$ cat src/rtl/decoder_3to8_seq_pkg.sv
// Shared types and width relations for the one-hot encoder/decoder pair.
package decoder_3to8_seq_pkg;

  typedef enum logic {
    IDLE  = 1'b0,
    DRIVE = 1'b1
  } state_e;

  localparam int IDX_W_DEF       = 3;
  localparam int HOLD_CYCLES_DEF = 4;
  localparam int CNT_W_DEF       = 8;

  // Output word width of a decoder (input width of the matching encoder).
  function automatic int dec_out_w(input int idx_w);
    return 1 << idx_w;
  endfunction

endpackage

$ cat src/rtl/decoder_3to8_seq_onehot_dec.sv
// Combinational binary index to one-hot decoder.
module onehot_dec
  import decoder_3to8_seq_pkg::*;
#(
  parameter  int IDX_W = IDX_W_DEF,
  localparam int OUT_W = dec_out_w(IDX_W)
) (
  input  logic [IDX_W-1:0] idx,
  output logic [OUT_W-1:0] onehot
);

  always_comb begin
    onehot      = '0;
    onehot[idx] = 1'b1;
  end

endmodule

$ cat src/rtl/decoder_3to8_seq.sv
// Sequential decoder: holds each accepted index on y as a one-hot word for HOLD_CYCLES
// enabled clocks, with a one-entry buffer for gapless back-to-back words.
module decoder_3to8_seq
  import decoder_3to8_seq_pkg::*;
#(
  parameter  int IDX_W       = IDX_W_DEF,
  parameter  int HOLD_CYCLES = HOLD_CYCLES_DEF,
  parameter  int CNT_W       = CNT_W_DEF,
  localparam int OUT_W       = dec_out_w(IDX_W)
) (
  input  logic             clk,
  input  logic             rst,
  input  logic             enable,
  input  logic             in_valid,
  output logic             in_ready,
  input  logic [IDX_W-1:0] in_idx,
  output logic [OUT_W-1:0] y,
  output logic             y_valid,
  output logic             done
);

  localparam logic [CNT_W-1:0] RELOAD = CNT_W'(HOLD_CYCLES - 1);

  state_e           state_q, state_d;
  logic [OUT_W-1:0] word_q, word_d;
  logic [CNT_W-1:0] cnt_q, cnt_d;
  logic             buf_valid_q, buf_valid_d;
  logic [IDX_W-1:0] buf_idx_q, buf_idx_d;
  logic             done_q, done_d;

  logic [OUT_W-1:0] in_word;
  logic [OUT_W-1:0] buf_word;
  logic             accept;

  onehot_dec #(.IDX_W(IDX_W)) u_dec_in  (.idx(in_idx),    .onehot(in_word));
  onehot_dec #(.IDX_W(IDX_W)) u_dec_buf (.idx(buf_idx_q), .onehot(buf_word));

  assign in_ready = enable & ~buf_valid_q;
  assign accept   = in_valid & in_ready;
  assign y        = enable ? word_q : '0;
  assign y_valid  = enable & (state_q == DRIVE);
  assign done     = enable & done_q;

  always_comb begin
    state_d     = state_q;
    word_d      = word_q;
    cnt_d       = cnt_q;
    buf_valid_d = buf_valid_q;
    buf_idx_d   = buf_idx_q;
    // A pending done pulse stays frozen while disabled so it is never lost.
    done_d      = enable ? 1'b0 : done_q;
    if (enable) begin
      unique case (state_q)
        IDLE: begin
          if (accept) begin
            state_d = DRIVE;
            word_d  = in_word;
            cnt_d   = RELOAD;
          end
        end
        DRIVE: begin
          if (cnt_q != '0) begin
            cnt_d = cnt_q - CNT_W'(1);
            if (accept) begin
              buf_valid_d = 1'b1;
              buf_idx_d   = in_idx;
            end
          end else begin
            done_d = 1'b1;
            if (buf_valid_q) begin
              word_d      = buf_word;
              cnt_d       = RELOAD;
              buf_valid_d = 1'b0;
            end else if (accept) begin
              word_d = in_word;
              cnt_d  = RELOAD;
            end else begin
              state_d = IDLE;
              word_d  = '0;
            end
          end
        end
        default: state_d = IDLE;
      endcase
    end
  end

  always_ff @(posedge clk) begin
    if (rst) begin
      state_q     <= IDLE;
      word_q      <= '0;
      cnt_q       <= '0;
      buf_valid_q <= 1'b0;
      buf_idx_q   <= '0;
      done_q      <= 1'b0;
    end else begin
      state_q     <= state_d;
      word_q      <= word_d;
      cnt_q       <= cnt_d;
      buf_valid_q <= buf_valid_d;
      buf_idx_q   <= buf_idx_d;
      done_q      <= done_d;
    end
  end

endmodule
$ cat config.mk
export PLATFORM = sky130hd
export DESIGN_NAME = decoder_3to8_seq
export DESIGN_NICKNAME = d
export VERILOG_FILES = /design/src/rtl/decoder_3to8_seq_pkg.sv /design/src/rtl/decoder_3to8_seq_onehot_dec.sv /design/src/rtl/decoder_3to8_seq.sv
export SDC_FILE = /design/constraint.sdc
export NUM_CORES = 1
export LEC_CHECK = 0
export ABC_AREA = 1
export CAP_MARGIN = 20
export CORE_UTILIZATION = 35
export DETAILED_ROUTE_END_ITERATION = 12
export HOLD_SLACK_MARGIN = 0.05
export SETUP_SLACK_MARGIN = 0.15
export SYNTH_ARGS = -nofsm -noshare
export SYNTH_HDL_FRONTEND = slang
export SYNTH_HIERARCHICAL = 1
export SYNTH_SLANG_ARGS = --single-unit
$ cat constraint.sdc
create_clock -name clk -period 2.15 [get_ports clk]
set_input_delay 0.3225 -clock clk [delete_from_list [all_inputs] [get_ports clk]]
set_output_delay 0.3225 -clock clk [all_outputs]
set_load 0.05 [all_outputs]
* Word-level counts from Yosys, hierarchy flattened *
Cells that the tools add are included.

word-level totals
  input bits = 7
  output and inout port bits = 11
  logic and storage cells = 50
  bits in registers = 22

cells by class
  $lt $le $gt $ge = 4
  mux-type cells = 24
  reductions and logical operators = 6
  equality and inequality tests = 3
  $add $sub $neg = 1
  bitwise operators = 6

operators by type and width
  cell                                                                          number
  8-bit 2-to-1 mux                                                              8
  8-bit one-hot mux with 2 select lines                                         2
  1-bit 2-to-1 mux                                                              11
  3-bit by 4-bit less-than comparator with 1-bit output, second input constant  2
  8-bit nonzero test                                                            1
  8-bit by 1-bit subtractor with 8-bit output, second input constant            1
  1-bit demux with 3-bit select                                                 2
  3-bit by 1-bit >= comparator with 1-bit output, second input constant         2
  2-bit inequality test, second input constant                                  3
  3-bit AND reduction                                                           2
  1-bit AND                                                                     4
  4-bit AND reduction                                                           1
  1-bit logical AND                                                             2
  1-bit inverter                                                                2
  1-bit one-hot mux with 2 select lines                                         1

* Longest topological paths before layout *
Gate-level depths: netlist of run 1.

  depth in word-level cells = 8
  mapped depth = 10
  gate-level depth less buffers = 10

* Hierarchy *
The synthesis of run 1 kept the hierarchy.

modules (own cells, without submodules)
  module            seq. area each (µm²)  area each (µm²)  instances  cells each
  decoder_3to8_seq  440.4                 1360.1           1          211
  onehot_dec        0.0                   56.3             2          15

* Worst setup path after synthesis of run 1 *
No wires, ideal clock.

  path kind = input to output
  start point = in enable
  end point = out done
  data required time = 1.827 ns
  cell stages on the path = 4
  buffers on the path = 2
  data arrival time = 1.083 ns
  slack = 0.744 ns
  cells stage by stage = buf_6 -> clkbuf_1 -> nand2_1 -> inv_1

between the ends
  word-level cells in the longest chain between the ends = 1

RTL lines
  element      line                    source
  from (decl)  decoder_3to8_seq.sv:13  input logic enable,
  1-bit AND    decoder_3to8_seq.sv:42  assign done = enable & done_q;
  to (decl)    decoder_3to8_seq.sv:19  output logic done

Every way passes these cells.

* Worst setup path after layout of run 1 *
Ends and elaborated chain as after synthesis.

==> impl_metrics.json, run 1 <==
{
  "place_hpwl_mm": 2.45,
  "syn_area_mm2": 0.00147,
  "synth_flop_cell": "dfxtp_1",
  "end_kind": "output port",
  "cts_made_buffers": 3,
  "register_area_um2": 440,
  "cts_resized": 0,
  "sw_frac_of_total": 0.307,
  "wl_per_cell_um": 10.3,
  "final_area_mm2": 0.00184,
  "ys_top_cells_by_area": "dfxtp_1 (30%), nand2_1 (19%), nor2_1 (8.2%), inv_1 (7.9%), a21oi_1 (6.1%)",
  "grt_pass1_wl_mm": 5.53,
  "worst_pin_slew_ns": 0.459,
  "min_period_ns": 1.80,
  "cpPeakStageDelay_ns": 0.59,
  "drc_errors": 0,
  "io_pins": 18,
  "synthDistinctLibCells": 23,
  "totalWireLength_mm": 3.16,
  "h-tree-depth": 1,
  "fill_cells": 433,
  "clk-insertion-delay-late_ns": 0.26,
  "synth.most_common_cell": "nand2_1",
  "grt.overflow.total": 0,
  "cts_num_sinks": 22,
  "power.total_w": 0.00116,
  "setup_tns_ns": 0,
  "powerDensity_mw_per_mm2": 631,
  "clkPwrFrac": 0.337,
  "comb_power_share": 0.275,
  "nNetsFinal": 266,
  "drtIter0Drc": 76,
  "io_buffers": 17,
  "cts_root_buffer": "clkbuf_8",
  "fp.coreArea_mm2": 0.00403,
  "fin_cells": 306,
  "synth_nets": 250,
  "power.internal_w": 0.000803,
  "track_usage": 0.162,
  "crit_type": "primary input to output port",
  "slew_violations": 0,
  "setup_violations": 0,
  "vdd_drop_max_uv": 328,
  "synth_seq_cells": 22,
  "p_leak_nw": 0.900,
  "synth.top_cells.by_count": "nand2_1 (75), nor2_1 (32), inv_1 (31)",
  "die-area_mm2": 0.00447,
  "placed_area_mm2": 0.00177,
  "start_kind": "primary input",
  "die_h_um": 66.9,
  "fmax_ghz": 0.554,
  "clock_skew_ns": 0.00447,
  "power_frac_seq": 0.388,
  "switchingPower_w": 0.000356,
  "ant_nets": 0,
  "grt_max_degree": 15,
  "diodes": 0,
  "timing.hold.ws_ns": 0.488,
  "timing.final.crit_share": 0.839,
  "cts_hold_buffers": 0,
  "yosysWarnings": 6,
  "outcome": "complete, no violations",
  "place_congestion": 0.835,
  "finalHoldViolations": 0,
  "synth-async-reset-ratio": 0,
  "synth_top_area_frac": 0.299,
  "rows": 23,
  "postSynthCellCount": 241,
  "vias_per_cell": 4.54,
  "max_cap_viol_count": 0,
  "tritoncts": "built",
  "path_max_fanout": 14,
  "dr.pass1.iters": 4,
  "slew_headroom": 0.693,
  "grt_pass1_vias": 1186,
  "arrival_ns": 1.48,
  "cp.required_ns": 1.83,
  "synth_edf_count": 0,
  "syn_to_final_growth_pct": 24.8,
  "ys_seq_area_frac": 0.299,
  "hp-class": "flop to flop",
  "placed_cells": 302,
  "syn_area_per_cell_um2": 6.11,
  "cp_slowest_cell": "clkdlybuf4s50_1",
  "vias": 1388,
  "synth.largest_area_cell": "dfxtp_1",
  "rsz0062_at_grt": "false",
  "path_cells": "clkdlybuf4s50_1 -> buf_4 -> nand2_1 -> inv_1 -> buf_12",
  "start_util": 0.366,
  "drive_gt1_frac": 0.152,
  "cts_setup_buffers": 0,
  "clk_pin_slew_worst_paths_ns": 0.09,
  "cts_buffer_depth": 2,
  "multi_input_area_um2": 813,
  "antenna_found_initial": 0,
  "die_w_um": 66.9
}
final timing paths:
kind                                             start                        end  slack [ns]  cells after the start
worst max register to register   cnt_q[0]$_SDFFE_PP0P_  buf_idx_q[1]$_SDFFE_PP0P_        0.48                      8
worst max-delay path                            enable                       done        0.35                      5
worst min register to register  word_q[5]$_SDFFE_PP0P_     word_q[5]$_SDFFE_PP0P_        0.49                      2
worst min-delay path            word_q[5]$_SDFFE_PP0P_     word_q[5]$_SDFFE_PP0P_        0.49                      2
power by group through the flow:
stage	registers, W	logic (W)	clock network (W)
after floorplan	0.000453	0.000228	0
after global placement	0.000460	0.000318	0
final	0.000449	0.000319	0.000391
after detailed placement	0.000459	0.000319	0
after CTS	0.000450	0.000321	0.000401
after global routing	0.000453	0.000352	0.000417
layer usage:
| metal | up-vias | GRT usage | share of wire |
|---|---|---|---|
| li1 | 769 | - | - |
| met3 | 2 | 0.0394 | 0.039 |
| met5 | - | 0 | 0 |
| met4 | 0 | 0.0319 | 0.0054 |
| met1 | 596 | 0.224 | 0.51 |
| met2 | 21 | 0.251 | 0.44 |
per-stage QoR:
step           utilization  setup WS, ns
4_1_cts              0.456         0.336
2_1_floorplan            -         0.744
3_5_place_dp         0.439         0.303
5_1_grt              0.456         0.288
3_3_place_gp         0.439         0.344
6_report             0.456         0.345
worst max-delay path, delay by kind of cell:
family | cells | cell delay, ns
buffers and inverters | 4 | 1.08
and+or+nand+nor | 1 | 0.08
logic make-up (layout without fill, tap and decap cells):
| group | after synthesis | after routing | synth area share |
|---|---|---|---|
| fa+ha+maj | 2 | 2 | 0.0170 |
| simple gates | 140 | 140 | 0.431 |
| flops | 22 | 22 | 0.299 |
| buf+inv | 47 | 62 | 0.149 |
| compound gates | 30 | 30 | 0.105 |
sequential cells by signal, summed over array words and instances (netlist names), named ones only:
signal,count
buf_idx_q,3
buf_valid_q,1
cnt_q,8
state_q,1
word_q,8
layout make-up:
class	instances	area share
Clock inverter	1	0.0163
Clock buffer	3	0.0225
Sequential cell	22	0.240
Timing Repair Buffer	20	0.165
Multi-Input combinational cell	172	0.442
Tap cell	50	0.0340
Inverter	38	0.0803
placed cells by master, fill, tap and decap left out, types with 5 or more instances in the layout:
| cell type | count |
|---|---|
| nand3_1 | 17 |
| inv_1 | 31 |
| nand2_1 | 75 |
| nor2_1 | 32 |
| nand2_4 | 5 |
| buf_12 | 11 |
| dfxtp_1 | 22 |
| a21oi_1 | 18 |
| o21ai_1 | 5 |
| o21ai_0 | 6 |
| clkdlybuf4s50_1 | 6 |
| inv_2 | 6 |
Note: power is estimated with default switching activity, not from simulation.
==> run 2, diff against run 1 <==
Clock period 2.15 ns to 1.5 ns, I/O delays scaled along.
==> impl_metrics.json, run 2 (same netlist as run 1, synthesis figures left out) <==
{
  "syn_to_final_growth_pct": 35.3,
  "regToRegStartpoint": "cnt_q[0]$_SDFFE_PP0P_",
  "final_cell_mix": "nand2_1 (75), nor2_1 (31), inv_1 (28)",
  "io_buffers": 17,
  "register_area_um2": 448,
  "fp.coreArea_mm2": 0.00403,
  "ant_nets": 0,
  "worst_pin_slew_ns": 0.248,
  "die-area_mm2": 0.00447,
  "die_w_um": 66.9,
  "final_core_util": 0.494,
  "tritoncts": "built",
  "endpoint": "word_q[3]$_SDFFE_PP0P_",
  "largestRegisters": "cnt_q: 8 flops, word_q: 8 flops, buf_idx_q: 3 flops",
  "grt_pass1_vias": 1278,
  "r2r_cells": 9,
  "slew_violations": 0,
  "track_usage": 0.163,
  "powerDensity_mw_per_mm2": 807,
  "cts_buffer_depth": 2,
  "cts_made_buffers": 3,
  "cts_root_buffer": "clkbuf_8",
  "rsz0062_at_grt": "true",
  "min_period_ns": 1.30,
  "grt.overflow.total": 0,
  "clk-insertion-delay-late_ns": 0.26,
  "slew_headroom": 0.834,
  "nNetsFinal": 278,
  "layout_commonest_cell": "nand2_1",
  "fin_cells": 318,
  "clk_pin_slew_worst_paths_ns": 0.08,
  "path_max_fanout": 11,
  "arrival_ns": 1.45,
  "regToRegSetupSlack_ns": 0.20,
  "rows": 23,
  "diodes": 0,
  "outcome": "complete, no violations",
  "vias": 1416,
  "place_hpwl_mm": 2.50,
  "wl_per_cell_um": 10.5,
  "end_kind": "flop",
  "r2r-end": "word_q[3]$_SDFFE_PP0P_",
  "io_pins": 18,
  "placed_area_mm2": 0.00184,
  "fmax_ghz": 0.770,
  "whs_path_depth": 2,
  "final_area_mm2": 0.00199,
  "multi_input_area_um2": 877,
  "worstSetupStartpoint": "cnt_q[0]$_SDFFE_PP0P_",
  "p_leak_nw": 0.964,
  "finalHoldViolations": 0,
  "timing.final.crit_share": 0.866,
  "placed_cells": 312,
  "grt_max_degree": 15,
  "cp.required_ns": 1.66,
  "cts_num_sinks": 22,
  "drtIter0Drc": 41,
  "fill_cells": 423,
  "antenna_found_initial": 0,
  "setup_violations": 0,
  "drc_errors": 0,
  "hp-class": "flop to flop",
  "place_congestion": 0.819,
  "vdd_drop_max_uv": 302,
  "dr.pass1.iters": 4,
  "start_util": 0.366,
  "grt_pass1_wl_mm": 5.61,
  "vias_per_cell": 4.45,
  "h-tree-depth": 1,
  "drive_gt1_frac": 0.250,
  "start_kind": "flop",
  "die_h_um": 66.9,
  "max_cap_viol_count": 0,
  "clock_skew_ns": 0.00320,
  "totalWireLength_mm": 3.33,
  "crit_type": "flop to flop"
}
==> run 2: worst min-delay path by stage <==
stage                      startpoint                   endpoint  slack (ns)
2_1_floorplan               in_idx[0]  buf_idx_q[0]$_SDFFE_PP0P_        0.39
3_3_place_gp   word_q[5]$_SDFFE_PP0P_     word_q[5]$_SDFFE_PP0P_        0.47
3_5_place_dp                     flop                       flop        0.47
4_1_cts                          flop                       flop        0.48
5_1_grt        word_q[3]$_SDFFE_PP0P_     word_q[3]$_SDFFE_PP0P_        0.52
6_report                         flop                       flop        0.48
==> run 2: final cells by class <==
| class | count | area share |
|---|---|---|
| Timing Repair Buffer | 32 | 0.200 |
| Clock buffer | 4 | 0.0276 |
| Multi-Input combinational cell | 172 | 0.440 |
| Sequential cell | 22 | 0.225 |
| Inverter | 38 | 0.0754 |
| Tap cell | 50 | 0.0314 |
==> run 2: through the flow <==
stage / worst slack, ns / hold slack, ns / setup TNS (ns) / power (W)
detailed placement: -0.185 / 0.468 / -2.53 / 0.00113
floorplan: 0.187 / 0.389 / 0 / 0.000977
CTS: 0.153 / 0.482 / 0 / 0.00159
finish: 0.202 / 0.480 / 0 / 0.00161
global placement: -0.121 / 0.467 / -2.23 / 0.00113
global route: 0.123 / 0.516 / 0 / 0.00171
==> run 2: report_power, final <==
group	internal [W]	switching (W)
Clock	0.000234	0.000191
Sequential	0.000620	0.0000250
Combinational	0.000220	0.000317
Total	0.00107	0.000534
==> run 2: worst max-delay path, cell delays in order (launching register included) <==
cell	delay (ns)
dfxtp_2	0.35
inv_4	0.07
ha_4	0.14
nand3_4	0.07
inv_2	0.07
nand2_4	0.08
nand2_8	0.11
nand2_4	0.09
o21ai_0	0.17
nor2_1	0.05
==> run 2: what timing repair did <==
action	in CTS	in global routing
pin swaps	2	7
buffers inserted	0	2
resized for setup	11	16
hold buffers	0	0
setup endpoints to repair	30	20
==> run 2: layer usage <==
| metal | global-route usage | share of wire | up-vias |
|---|---|---|---|
| li1 | - | - | 788 |
| met4 | 0.0399 | 0.0069 | 0 |
| met3 | 0.0274 | 0.024 | 2 |
| met5 | 0 | 0 | - |
| met1 | 0.225 | 0.50 | 609 |
| met2 | 0.260 | 0.47 | 17 |
